**src/rtl/spi_flash_responder.sv**
```systemverilog
`default_nettype none
// ============================================================================
//  Module   : spi_flash_responder
//  Purpose  : SPI flash target answering the quad-output read command (0x6B).
//             The command and address are shifted in on MOSI. A fixed number
//             of dummy clocks follows. Read data is then returned on IO[3:0],
//             one nibble per SCK falling edge, high nibble first. Any other
//             command is ignored until chip select rises.
//  Ports    : clk          - system clock, all logic on posedge
//             rstn         - synchronous active-low reset
//             spi_clk_in   - SCK from host (asynchronous)
//             spi_select   - chip select, active-low (asynchronous)
//             spi_data_in  - host IO[3:0]; only bit 0 (MOSI) is used
//             spi_data_out - responder IO[3:0] data (0 when not driving)
//             spi_data_oe  - per-bit output enable (1111 only in DATA)
//             mem_addr     - byte address to backing memory
//             mem_rd       - one-cycle read strobe
//             mem_data     - read byte, valid the cycle after mem_rd
//             active       - high while the FSM is not IDLE
//  Revision : 1.0 - initial release
// ============================================================================
module spi_flash_responder #(
   parameter int ADDR_BITS    = 16,
   parameter int DUMMY_CYCLES = 8
) (
   input  logic                 clk,
   input  logic                 rstn,
   input  logic                 spi_clk_in,
   input  logic                 spi_select,
   input  logic [3:0]           spi_data_in,
   output logic [3:0]           spi_data_out,
   output logic [3:0]           spi_data_oe,
   output logic [ADDR_BITS-1:0] mem_addr,
   output logic                 mem_rd,
   input  logic [7:0]           mem_data,
   output logic                 active
);

   localparam int CNT_MAX_A = (ADDR_BITS > DUMMY_CYCLES) ? ADDR_BITS : DUMMY_CYCLES;
   localparam int CNT_MAX   = (CNT_MAX_A > 8) ? CNT_MAX_A : 8;
   localparam int CNT_W     = $clog2(CNT_MAX + 1);
   localparam int SH_W      = (ADDR_BITS > 8) ? ADDR_BITS : 8;
   localparam logic [7:0] CMD_QUAD_READ = 8'h6B;

   typedef enum logic [2:0] {
      IDLE   = 3'd0,
      CMD    = 3'd1,
      ADDR   = 3'd2,
      DUMMY  = 3'd3,
      DATA   = 3'd4,
      IGNORE = 3'd5
   } state_t;

   state_t               state_q, state_n;
   logic                 sck_meta, sck_sync, sck_prev;
   logic                 sel_meta, sel_sync, sel_prev;
   logic                 mosi_meta, mosi_sync;
   logic [1:0]           sync_fill;
   logic                 armed;
   logic [CNT_W-1:0]     cnt_q, cnt_n;
   logic [SH_W-2:0]      shift_q, shift_n;
   logic [SH_W-1:0]      shift_in;
   logic [ADDR_BITS-1:0] addr_q, addr_n;
   logic                 rd_q, rd_n, rd_dly;
   logic [7:0]           hold_q;
   logic [3:0]           low_q, low_n;
   logic [3:0]           out_q, out_n;
   logic [3:0]           oe_q;
   logic                 nib_q, nib_n;
   logic                 sck_rise, sck_fall, sel_fall, sel_rise;
   logic                 unused_io;

   assign unused_io = ^spi_data_in[3:1];

   // SCK edges only count while select is (synchronously) low.
   assign sck_rise = sck_sync & ~sck_prev & ~sel_sync;
   assign sck_fall = ~sck_sync & sck_prev & ~sel_sync;
   // The synchronizer resets to "select high", so a select that is already
   // low when reset is released would look like a falling edge. 'armed'
   // requires a real high level to be seen first.
   assign sel_fall = ~sel_sync & sel_prev & armed;
   assign sel_rise = sel_sync & ~sel_prev;

   assign shift_in = {shift_q, mosi_sync};

   always_ff @(posedge clk) begin
      if (!rstn) begin
         sck_meta  <= 1'b0;
         sck_sync  <= 1'b0;
         sck_prev  <= 1'b0;
         sel_meta  <= 1'b1;
         sel_sync  <= 1'b1;
         sel_prev  <= 1'b1;
         mosi_meta <= 1'b0;
         mosi_sync <= 1'b0;
         sync_fill <= 2'b00;
         armed     <= 1'b0;
         state_q   <= IDLE;
         cnt_q     <= '0;
         shift_q   <= '0;
         addr_q    <= '0;
         rd_q      <= 1'b0;
         rd_dly    <= 1'b0;
         hold_q    <= '0;
         low_q     <= '0;
         out_q     <= '0;
         oe_q      <= '0;
         nib_q     <= 1'b0;
      end else begin
         sck_meta  <= spi_clk_in;
         sck_sync  <= sck_meta;
         sck_prev  <= sck_sync;
         sel_meta  <= spi_select;
         sel_sync  <= sel_meta;
         sel_prev  <= sel_sync;
         mosi_meta <= spi_data_in[0];
         mosi_sync <= mosi_meta;
         sync_fill <= {sync_fill[0], 1'b1};
         if (sync_fill[1] && sel_sync) begin
            armed <= 1'b1;
         end
         state_q   <= state_n;
         cnt_q     <= cnt_n;
         shift_q   <= shift_n;
         addr_q    <= addr_n;
         rd_q      <= rd_n;
         rd_dly    <= rd_q;
         // Memory returns data the cycle after the strobe.
         if (rd_dly) begin
            hold_q <= mem_data;
         end
         low_q     <= low_n;
         out_q     <= out_n;
         nib_q     <= nib_n;
         oe_q      <= (state_n == DATA) ? 4'hF : 4'h0;
      end
   end

   always_comb begin
      state_n = state_q;
      cnt_n   = cnt_q;
      shift_n = shift_q;
      addr_n  = addr_q;
      rd_n    = 1'b0;
      low_n   = low_q;
      out_n   = out_q;
      nib_n   = nib_q;

      if (sel_rise) begin
         // Select rising wins over any coincident SCK edge.
         state_n = IDLE;
         cnt_n   = '0;
         shift_n = '0;
         nib_n   = 1'b0;
      end else begin
         case (state_q)
            IDLE: begin
               if (sel_fall) begin
                  state_n = CMD;
                  cnt_n   = CNT_W'(7);
                  shift_n = '0;
               end
            end
            CMD: begin
               if (sck_rise) begin
                  shift_n = shift_in[SH_W-2:0];
                  if (cnt_q == '0) begin
                     state_n = (shift_in[7:0] == CMD_QUAD_READ) ? ADDR : IGNORE;
                     cnt_n   = CNT_W'(ADDR_BITS - 1);
                  end else begin
                     cnt_n = cnt_q - 1'b1;
                  end
               end
            end
            ADDR: begin
               if (sck_rise) begin
                  shift_n = shift_in[SH_W-2:0];
                  if (cnt_q == '0) begin
                     state_n = DUMMY;
                     addr_n  = shift_in[ADDR_BITS-1:0];
                     rd_n    = 1'b1;
                     cnt_n   = CNT_W'(DUMMY_CYCLES);
                  end else begin
                     cnt_n = cnt_q - 1'b1;
                  end
               end
            end
            DUMMY: begin
               if (sck_rise && (cnt_q != '0)) begin
                  cnt_n = cnt_q - 1'b1;
               end else if (sck_fall && (cnt_q == '0)) begin
                  // First byte is already in hold_q; start the prefetch of
                  // the next one while its high nibble goes out.
                  state_n = DATA;
                  out_n   = hold_q[7:4];
                  low_n   = hold_q[3:0];
                  nib_n   = 1'b1;
                  addr_n  = addr_q + 1'b1;
                  rd_n    = 1'b1;
               end
            end
            DATA: begin
               if (sck_fall) begin
                  if (nib_q) begin
                     out_n = low_q;
                     nib_n = 1'b0;
                  end else begin
                     out_n  = hold_q[7:4];
                     low_n  = hold_q[3:0];
                     nib_n  = 1'b1;
                     addr_n = addr_q + 1'b1;
                     rd_n   = 1'b1;
                  end
               end
            end
            IGNORE: begin
            end
            default: begin
               state_n = IDLE;
            end
         endcase
      end

      if (state_n != DATA) begin
         out_n = '0;
      end
   end

   assign spi_data_out = out_q & oe_q;
   assign spi_data_oe  = oe_q;
   assign mem_addr     = addr_q;
   assign mem_rd       = rd_q;
   assign active       = (state_q != IDLE);

endmodule
`default_nettype wire

```
**config.mk**
```make
export PLATFORM = sky130hd
export DESIGN_NAME = spi_flash_responder
export DESIGN_NICKNAME = d
export VERILOG_FILES = /design/src/rtl/spi_flash_responder.sv
export SDC_FILE = /design/constraint.sdc
export NUM_CORES = 1
export LEC_CHECK = 0
export ABC_AREA = 1
export BUFFER_PORTS_ARGS = -buffer_cell sky130_fd_sc_hd__buf_2
export CAP_MARGIN = 40
export CORE_ASPECT_RATIO = 0.8
export CORE_MARGIN = 4
export CORE_UTILIZATION = 47
export CTS_CLUSTER_SIZE = 10
export DETAILED_ROUTE_END_ITERATION = 8
export GPL_ROUTABILITY_DRIVEN = 0
export PLACE_DENSITY = 0.7
export SLEW_MARGIN = 40
export SYNTH_ARGS = -nofsm -noshare
export SYNTH_HDL_FRONTEND = slang
export SYNTH_SLANG_ARGS = --single-unit
```
**constraint.sdc**
```tcl
create_clock -name clk -period 1.8 [get_ports clk]
set_clock_uncertainty 0.05 [all_clocks]
set_input_delay 0.36 -clock clk [delete_from_list [all_inputs] [get_ports clk]]
set_output_delay 0.36 -clock clk [all_outputs]
set_load 0.02 [all_outputs]
```
## Word-level counts from Yosys, hierarchy flattened

Index checks and enable logic that the tools add are counted.

| storage, ports and cells | value |
|---|---|
| register bits | 73 |
| output and inout port bits | 26 |
| word-level logic and storage cells | 127 |

| cells by class | value |
|---|---|
| equal/unequal tests | 18 |
| $add $sub $neg | 2 |
| mux-type cells | 50 |
| bitwise operators | 14 |
| reduce and logical (&&, ||, !) cells | 21 |

Operators by type and width:

| kind | number |
|---|---|
| two-way mux 16 bit | 6 |
| case mux 16 bit (3 select lines) | 1 |
| two-way mux 4 bit | 9 |
| two-way mux 15 bit | 2 |
| two-way mux 5 bit | 6 |
| case mux 15 bit (2 select lines) | 1 |
| two-way mux 3 bit | 9 |
| case mux 5 bit (4 select lines) | 1 |
| != test 2 bit, second input constant | 9 |
| adder 16 x 1 -> 16 bit, second input constant | 1 |
| case mux 4 bit (2 select lines) | 2 |
| case mux 3 bit (5 select lines) | 1 |
| two-way mux 1 bit | 10 |
| AND reduction 5 bit | 2 |
| equality test 3 bit, second input constant | 3 |
| equality test 8 x 7 -> 1 bit, second input constant | 1 |
| AND reduction 8 bit | 1 |
| OR reduction 2 bit | 4 |
| bitwise AND 1 bit | 7 |
| equality test 3 x 2 -> 1 bit, second input constant | 2 |
| inverter 1 bit | 6 |
| AND reduction 6 bit | 1 |
| nonzero test 3 bit | 2 |
| zero test 5 bit | 1 |
| 14 further kinds | 17 |

## Depth between registers and ports, before layout

Gate-level depths: netlist of run 1.

| logic depth | value |
|---|---|
| depth in word-level cells | 10 |
| depth in mapped cells | 11 |
| gate-level depth less buffers | 11 |

## Worst setup path before layout of run 1

OpenSTA, ideal clock, no wires.

| timing | value |
|---|---|
| kind | register to register |
| start | register addr_q[0], in the netlist mem_addr[0] |
| end | register addr_q[8], in the netlist mem_addr[8] |
| stages on the path, launching flop included | 11 |
| arrival | 1.512 ns |
| path slack | 0.122 ns |
| buffers on the path | 0 |
| cell sequence | dfxtp_1 ha_1 nand2_1 nor2_1 nand2_1 inv_1 nand2_1 nor2_1 o21ai_1 nand2_1 nor2_1 |

| on the way | value |
|---|---|
| cells in the longest elaborated chain, start to end | 4 |
| elaborated cells between the ends (all ways) | 6 |

Ends and longest elaborated chain:

| element | line | text |
|---|---|---|
| start, declared | 63 | `logic [ADDR_BITS-1:0] addr_q, addr_n;` |
| start signal, assigned | 125 | `addr_q <= addr_n;` |
| adder 16 x 1 -> 16 bit (*) | 198, 211 |  |
| two-way mux 16 bit, on equally long branches | 204, 191 |  |
| two-way mux 16 bit, on equally long branches | 203, 189 |  |
| case mux 16 bit (3 select lines) (*) | 156 | `case (state_q)` |

Mark *: on every way between the ends. The rest lies on a longest branch, timed or not. The select of a mux whose other input is x is not followed.
A chain may end at the register's enable or synchronous reset.

## Final worst setup path of run 1

| timing | value |
|---|---|
| start | register state_q[2] |
| end | output active |

| on the way | value |
|---|---|
| cells in the longest elaborated chain, start to end | 1 |

Ends and longest elaborated chain:

| element | line | text |
|---|---|---|
| start, declared | 54 | `state_t state_q, state_n;` |
| start signal, assigned | 122 | `state_q <= state_n;` |
| nonzero test 3 bit | 233 | `assign active = (state_q != IDLE);` |
| end, declared | 36 | `output logic active` |

No other way between the ends.

==> results of run 1 <==
worst max-delay path, cell delays in order (launching register included):
cell	delay [ns]
sky130_fd_sc_hd__dfxtp_1	0.49
sky130_fd_sc_hd__inv_2	0.13
sky130_fd_sc_hd__nand2_2	0.12
sky130_fd_sc_hd__buf_2	0.17
per-stage QoR:
step	utilization [%]	hold WS (ns)	power, mW	cells	worst slack (ns)
after floorplan	-	0.338	1.70	521	0.122
after global placement	53.4	0.344	1.75	663	0.0790
after detailed placement	53.4	0.353	1.75	663	0.0268
after CTS	56.8	0.124	3.21	681	0.0232
after global routing	56.9	0.130	3.30	681	0.00885
final	56.9	0.134	3.19	681	0.126
layer usage:
layer  vias to the layer above  routed length [um]  GRT usage (%)
met5                         -                   0              0
met4                         0                  76           4.82
met1                      1542                3920           25.4
met2                       102                3700           30.3
met3                        12                 475           4.69
li1                       1769                   -              -
sequential cells by signal, indices dropped and copies added, names as in the netlist, 2 cells and up:
signal / count
cnt_q: 5
hold_q: 8
low_q: 4
mem_addr: 16
out_q: 4
shift_q: 15
state_q: 3
sync_fill: 2
synth_stat cells (all sizes together):
| master | n |
|---|---|
| a21oi | 43 |
| a31oi | 1 |
| and2 | 1 |
| buf | 13 |
| clkbuf | 4 |
| dfxtp | 70 |
| ha | 3 |
| inv | 63 |
| mux2i | 1 |
| nand2 | 147 |
| nand3 | 31 |
| nand4 | 21 |
| nor2 | 66 |
| nor3 | 2 |
| o211ai | 1 |
| o21ai | 41 |
| o21bai | 1 |
| or2 | 8 |
| xor2 | 4 |
area by class of cell:
cell class                 instances  share of cell area [%]
tap                              105                    3.11
inverter                          63                    5.60
clock inverter                     7                    2.43
multi-input combinational        371                    43.9
timing repair buffer              56                    8.89
clock buffer                       9                    2.93
sequential                        70                    33.2
worst max-delay path by stage:
stage	start	to	slack, ns	cells past startpoint
after floorplan	mem_addr[0]$_SDFFE_PN0P_	mem_addr[8]$_SDFFE_PN0P_	0.12	10
after global placement	cnt_q[1]$_SDFFE_PP0P_	mem_addr[5]$_SDFFE_PN0P_	0.08	9
after detailed placement	cnt_q[1]$_SDFFE_PP0P_	mem_addr[10]$_SDFFE_PN0P_	0.03	9
after CTS	cnt_q[1]$_SDFFE_PP0P_	mem_addr[13]$_SDFFE_PN0P_	0.02	9
after global routing	cnt_q[1]$_SDFFE_PP0P_	nib_q$_SDFFE_PP0P_	0.009	9
final	state_q[2]$_SDFF_PN0_	active	0.13	3
cells by family (layout without fill, tap and decap cells):
| group | Yosys count | in the layout | synth area share, % |
|---|---|---|---|
| fa+ha+maj | 3 | 3 | 1.04 |
| flops | 70 | 70 | 38.9 |
| compound gates | 87 | 87 | 13.8 |
| xor+xnor | 4 | 4 | 0.972 |
| mux | 1 | 1 | 0.278 |
| buf+inv | 80 | 135 | 9.89 |
| simple gates | 276 | 276 | 35.1 |
power by group through the flow:
stage	registers, mW	clock network, mW	logic, mW
after floorplan	1.61	0	0.0969
after global placement	1.61	0	0.142
after detailed placement	1.61	0	0.145
after CTS	1.57	1.50	0.145
after global routing	1.57	1.56	0.165
final	1.57	1.47	0.147
timing repair:
action	CTS	global route
pin swaps	1	2
endpoints found under the setup margin	3	27
setup buffers	2	0
gates resized for setup	0	2
==> insert_results.sql, run 1 <==
INSERT INTO impl_metrics (metric_group, metric, value, unit) VALUES
('cells_and_area', 'antenna_cells', '0', ''),
('clocking', 'cts_tree', 'built', ''),
('global_routing', 'grt_max_degree', '31', ''),
('clocking', 'clock_sinks', '70', ''),
('global_routing', 'grt_first_pass_wirelength', '14.1', 'mm'),
('cells_and_area', 'final_common_cell', 'sky130_fd_sc_hd__nand2_1', ''),
('sta', 'timing_hold_violations_final', '0', ''),
('logic_synthesis', 'postSynthRegisterBits', '70', ''),
('clocking', 'clk_pin_slew_worst_paths', '0.08', 'ns'),
('critical_path', 'r2r-start', 'cnt_q[1]$_SDFFE_PP0P_', ''),
('worst_hold_path', 'worst_min_delay_path_endpoint', 'sel_meta$_SDFF_PN1_', ''),
('floorplanning', 'io_pins', '42', ''),
('critical_path', 'setup.worst_path.end_class', 'output port', ''),
('sta', 'max_slew.worst_pin.slew', '0.513', 'ns'),
('sta', 'final.period_utilization', '93.0', '%'),
('detailed_routing', 'ant_nets', '0', ''),
('floorplanning', 'initial_core_util', '48.5', '%'),
('floorplanning', 'core', '7430', 'um^2'),
('global_routing', 'antenna_violations_before_repair', '0', ''),
('floorplanning', 'die-height', '86.3', 'um'),
('logic_synthesis', 'synth_top_area_cell', 'sky130_fd_sc_hd__dfxtp_1', ''),
('clocking', 'cts-root-buf', 'sky130_fd_sc_hd__clkbuf_8', ''),
('cells_and_area', 'p_r_area_growth_vs_syn', '17.1', '%'),
('detailed_routing', 'final_routed_drc_violation_total', '0', ''),
('placement', 'detailed_place.area', '3960', 'um^2'),
('logic_synthesis', 'netlist_area', '3600', 'um^2'),
('detailed_routing', 'route.detailed.wl_per_inst', '12.0', 'um'),
('floorplanning', 'die_w', '106', 'um'),
('cells_and_area', 'most_frequent_cells_in_the_layout', 'sky130_fd_sc_hd__nand2_1 (139), sky130_fd_sc_hd__dfxtp_1 (70), sky130_fd_sc_hd__nor2_1 (60)', ''),
('cells_and_area', 'layout-drive-gt1-share', '21.5', '%'),
('power_and_ir_drop', 'max-vdd-ir-drop', '0.531', 'mV'),
('clocking', 'cts-buffers-inserted', '9', ''),
('critical_path', 'critPathRequiredTime', '1.39', 'ns'),
('critical_path', 'worst-path-max-fanout', '6', ''),
('power_and_ir_drop', 'p_seq_share', '49.2', '%'),
('critical_path', 'worstSetupStartpointType', 'flop', ''),
('global_routing', 'gr-usage-all-layers', '18.8', '%'),
('logic_synthesis', 'netlist.area_leader.share', '38.9', '%'),
('clocking', 'htree_levels', '3', ''),
('placement', 'portBuffers', '38', ''),
('critical_path', 'cp.arrival', '1.26', 'ns'),
('power_and_ir_drop', 'power_report.internal_total', '2.41', 'mW'),
('cells_and_area', 'multi_input_area', '1850', 'um^2'),
('worst_hold_path', 'hold_path.class', 'in -> reg', ''),
('power_and_ir_drop', 'comb_power_share', '4.6', '%'),
('detailed_routing', 'dr.first_iter.drc_count', '185', ''),
('floorplanning', 'floorplan.rows', '28', ''),
('logic_synthesis', 'sequential_area_share_after_synthesis', '38.9', '%'),
('power_and_ir_drop', 'pwr-share-clk', '46.2', '%'),
('sta', 'setup_violations', '0', ''),
('critical_path', 'reg2reg_slack', '0.15', 'ns'),
('clocking', 'insertion_delay', '0.36', 'ns'),
('floorplanning', 'dieArea', '9140', 'um^2'),
('placement', 'place_hpwl', '5.90', 'mm'),
('global_routing', 'grt.overflow.total', '0', ''),
('logic_synthesis', 'synth_fp_nets', '540', ''),
('critical_path', 'worst_reg_to_reg_cells', '9', ''),
('detailed_routing', 'drt_pre_antenna_iters', '5', ''),
('sta', 'setup_repair_after_global_routing_missed_its_margin', 'no', ''),
('cells_and_area', 'finish.instance_area', '4220', 'um^2'),
('sta', 'timing.max_slew.rel_slack', '65.7', '%'),
('cells_and_area', 'register_area', '1400', 'um^2'),
('detailed_routing', 'detail_route.wirelength', '8.17', 'mm'),
('worst_hold_path', 'hold_path.startpoint', 'spi_select', ''),
('worst_hold_path', 'hold_depth', '2', ''),
('detailed_routing', 'num_vias', '3425', ''),
('job', 'max-cap-violations', '0', ''),
('sta', 'timing_max_transition_violations_final', '0', ''),
('logic_synthesis', 'count_of_synthesis_stage_warnings_from_yosys', '0', ''),
('power_and_ir_drop', 'cellPowerDensity', '756', 'nW/um^2'),
('status', 'run_status', 'complete, no violations', '');
Note: power is estimated with default switching activity, not from simulation.
==> run 2, diff against run 1 <==
RECOVER_POWER = 25   (was not set)
==> run 2 against run 1 <==
Against the previous run: first-iteration DRC count increased by 16%; critical path depth unchanged; non-clock buffer count unchanged; largest cell class unchanged; clock-buffer cell count unchanged; sequential share of layout area about the same; flip-flop and latch count unchanged; critical path type unchanged; via count decreased by 0.20%; core utilization decreased by 0.051 points; wire length decreased by 0.12%.
==> insert_results.sql, run 2 (synthesis results as in run 1) <==
INSERT INTO impl_metrics (metric_group, metric, value, unit) VALUES
('power_and_ir_drop', 'p_seq_share', '49.2', '%'),
('sta', 'finalWorstPathRequiredPeriod', '1.67', 'ns'),
('critical_path', 'cp.arrival', '1.26', 'ns'),
('floorplanning', 'dieArea', '9140', 'um^2'),
('detailed_routing', 'ant_nets', '0', ''),
('cells_and_area', 'finish.instance_area', '4220', 'um^2'),
('cells_and_area', 'final_common_cell', 'sky130_fd_sc_hd__nand2_1', ''),
('clocking', 'cts-root-buf', 'sky130_fd_sc_hd__clkbuf_8', ''),
('clocking', 'clk_path_buf_depth', '2', ''),
('critical_path', 'crit_path_start', 'state_q[2]$_SDFF_PN0_', ''),
('floorplanning', 'core', '7430', 'um^2'),
('power_and_ir_drop', 'sw_power', '0.780', 'mW'),
('floorplanning', 'floorplan.rows', '28', ''),
('sta', 'finalSetupTns', '0', 'ns'),
('detailed_routing', 'final_routed_drc_violation_total', '0', ''),
('global_routing', 'grt_first_pass_wirelength', '14.1', 'mm'),
('placement', 'place.detailed.instances', '663', ''),
('worst_hold_path', 'hold_path.class', 'in -> reg', ''),
('sta', 'setup_violations', '0', ''),
('cells_and_area', 'instances_no_fill', '681', ''),
('sta', 'final.period_utilization', '92.9', '%'),
('power_and_ir_drop', 'totalPowerFinal', '3.19', 'mW'),
('clocking', 'clk_pin_slew_worst_paths', '0.08', 'ns'),
('detailed_routing', 'vias_per_cell', '5.02', ''),
('status', 'run_status', 'complete, no violations', ''),
('power_and_ir_drop', 'max-vdd-ir-drop', '0.532', 'mV'),
('global_routing', 'number_of_global_route_vias_before_repair', '3060', ''),
('power_and_ir_drop', 'comb_power_share', '4.6', '%'),
('placement', 'portBuffers', '38', ''),
('sta', 'timing_hold_violations_final', '0', ''),
('critical_path', 'reg2reg_to', 'mem_addr[13]$_SDFFE_PN0P_', ''),
('power_and_ir_drop', 'pwr-share-clk', '46.2', '%'),
('floorplanning', 'die-height', '86.3', 'um'),
('cells_and_area', 'most_frequent_cells_in_the_layout', 'sky130_fd_sc_hd__nand2_1 (139), sky130_fd_sc_hd__dfxtp_1 (70), sky130_fd_sc_hd__nor2_1 (60)', ''),
('power_and_ir_drop', 'p_sw_share', '24.4', '%'),
('clocking', 'clock_sinks', '70', ''),
('global_routing', 'gr-usage-all-layers', '18.8', '%'),
('global_routing', 'antenna_violations_before_repair', '0', ''),
('global_routing', 'grt.overflow.total', '0', ''),
('critical_path', 'worstSetupEndpoint', 'active', ''),
('cells_and_area', 'p_r_area_growth_vs_syn', '17.0', '%'),
('detailed_routing', 'dr.first_iter.drc_count', '215', ''),
('cells_and_area', 'layout-drive-gt1-share', '20.8', '%'),
('detailed_routing', 'drt_pre_antenna_iters', '5', ''),
('critical_path', 'crit_type', 'reg -> out', ''),
('cells_and_area', 'fin_util', '56.8', '%'),
('detailed_routing', 'detail_route.wirelength', '8.16', 'mm'),
('clocking', 'htree_levels', '3', ''),
('floorplanning', 'die_w', '106', 'um'),
('critical_path', 'worst-path-max-fanout', '6', ''),
('critical_path', 'reg2reg_slack', '0.14', 'ns'),
('global_routing', 'grt_max_degree', '31', ''),
('floorplanning', 'initial_core_util', '48.5', '%'),
('sta', 'timing.max_slew.rel_slack', '66.0', '%'),
('critical_path', 'worstSetupStartpointType', 'flop', ''),
('sta', 'max_slew.worst_pin.slew', '0.509', 'ns'),
('cells_and_area', 'layout.nets', '590', ''),
('sta', 'timing_max_transition_violations_final', '0', ''),
('clocking', 'cts_tree', 'built', ''),
('detailed_routing', 'num_vias', '3418', ''),
('detailed_routing', 'route.detailed.wl_per_inst', '12.0', 'um'),
('placement', 'dp_worst_setup_slack', '0.0268', 'ns'),
('sta', 'postLayoutSetupSlackWorst', '0.128', 'ns'),
('sta', 'fmaxAchievable', '0.598', 'GHz'),
('clocking', 'insertion_delay', '0.36', 'ns'),
('clocking', 'cts-buffers-inserted', '9', ''),
('power_and_ir_drop', 'power_leakage', '1.82', 'nW'),
('power_and_ir_drop', 'cellPowerDensity', '757', 'nW/um^2'),
('critical_path', 'worst_reg_to_reg_cells', '9', ''),
('cells_and_area', 'antenna_cells', '0', ''),
('cells_and_area', 'final.fill_count', '716', ''),
('sta', 'setup_repair_after_global_routing_missed_its_margin', 'no', ''),
('critical_path', 'setup.worst_path.end_class', 'output port', ''),
('placement', 'detailed_place.area', '3960', 'um^2'),
('floorplanning', 'io_pins', '42', ''),
('critical_path', 'r2r-start', 'cnt_q[1]$_SDFFE_PP0P_', ''),
('placement', 'place_hpwl', '5.90', 'mm'),
('job', 'max-cap-violations', '0', ''),
('cells_and_area', 'largest_register_ff_count', '16', ''),
('critical_path', 'critPathRequiredTime', '1.39', 'ns'),
('sta', 'hold_ws', '0.135', 'ns'),
('power_and_ir_drop', 'power_report.internal_total', '2.41', 'mW');
## run 2: changes by cell type in the layout (fill, tap and decap cells not counted), sizes merged
cell,delta
buf,-3
clkbuf,+3
## run 2: cell type report
class / count / area (um^2) / area share [%]
Clock inverter: 7 / 103 / 2.43
Clock buffer: 9 / 124 / 2.94
Sequential cell: 70 / 1400 / 33.2
Timing Repair Buffer: 56 / 372 / 8.81
Inverter: 63 / 236 / 5.60
Tap cell: 105 / 131 / 3.11
Multi-Input combinational cell: 371 / 1850 / 43.9
## run 2: critical path, cell delays in order, from the launching register on
cell and delay [ns]:
sky130_fd_sc_hd__dfxtp_1 0.49, sky130_fd_sc_hd__inv_2 0.13, sky130_fd_sc_hd__nand2_2 0.12, sky130_fd_sc_hd__buf_2 0.17
## run 2: worst min-delay path by stage
| stage | from | endpoint | slack [ns] | cells after the start |
|---|---|---|---|---|
| after floorplan | rstn | sync_fill[0]$_DFF_P_ | 0.34 | 0 |
| after global placement | sel_meta$_SDFF_PN1_ | sel_sync$_SDFF_PN1_ | 0.34 | 1 |
| after detailed placement | sck_meta$_SDFF_PN0_ | sck_sync$_SDFF_PN0_ | 0.35 | 2 |
| after CTS | spi_select | sel_meta$_SDFF_PN1_ | 0.12 | 2 |
| after global routing | spi_select | sel_meta$_SDFF_PN1_ | 0.13 | 2 |
| final | spi_select | sel_meta$_SDFF_PN1_ | 0.13 | 2 |
## run 2: routing by layer
metal / vias up / routed length (um) / share of wire (%) / global-route usage (%)
li1: 1769 / - / - / -
met1: 1552 / 3980 / 49 / 25.4
met5: - / 0 / 0 / 0
met3: 12 / 416 / 5.1 / 4.69
met4: 0 / 76 / 0.93 / 4.82
met2: 85 / 3690 / 45 / 30.3
## run 2: power by group through the flow
stage / Sequential (mW) / Clock [mW] / Combinational [mW]
floorplan: 1.61 / 0 / 0.0969
global placement: 1.61 / 0 / 0.142
detailed placement: 1.61 / 0 / 0.145
CTS: 1.57 / 1.50 / 0.145
global route: 1.57 / 1.56 / 0.165
finish: 1.57 / 1.47 / 0.147
## run 2: what timing repair did
action | in CTS | in global routing
setup endpoints to repair | 3 | 27
pin swaps | 1 | 2
buffers inserted | 2 | 0
hold buffers | 0 | 0
gates resized for setup | 0 | 2
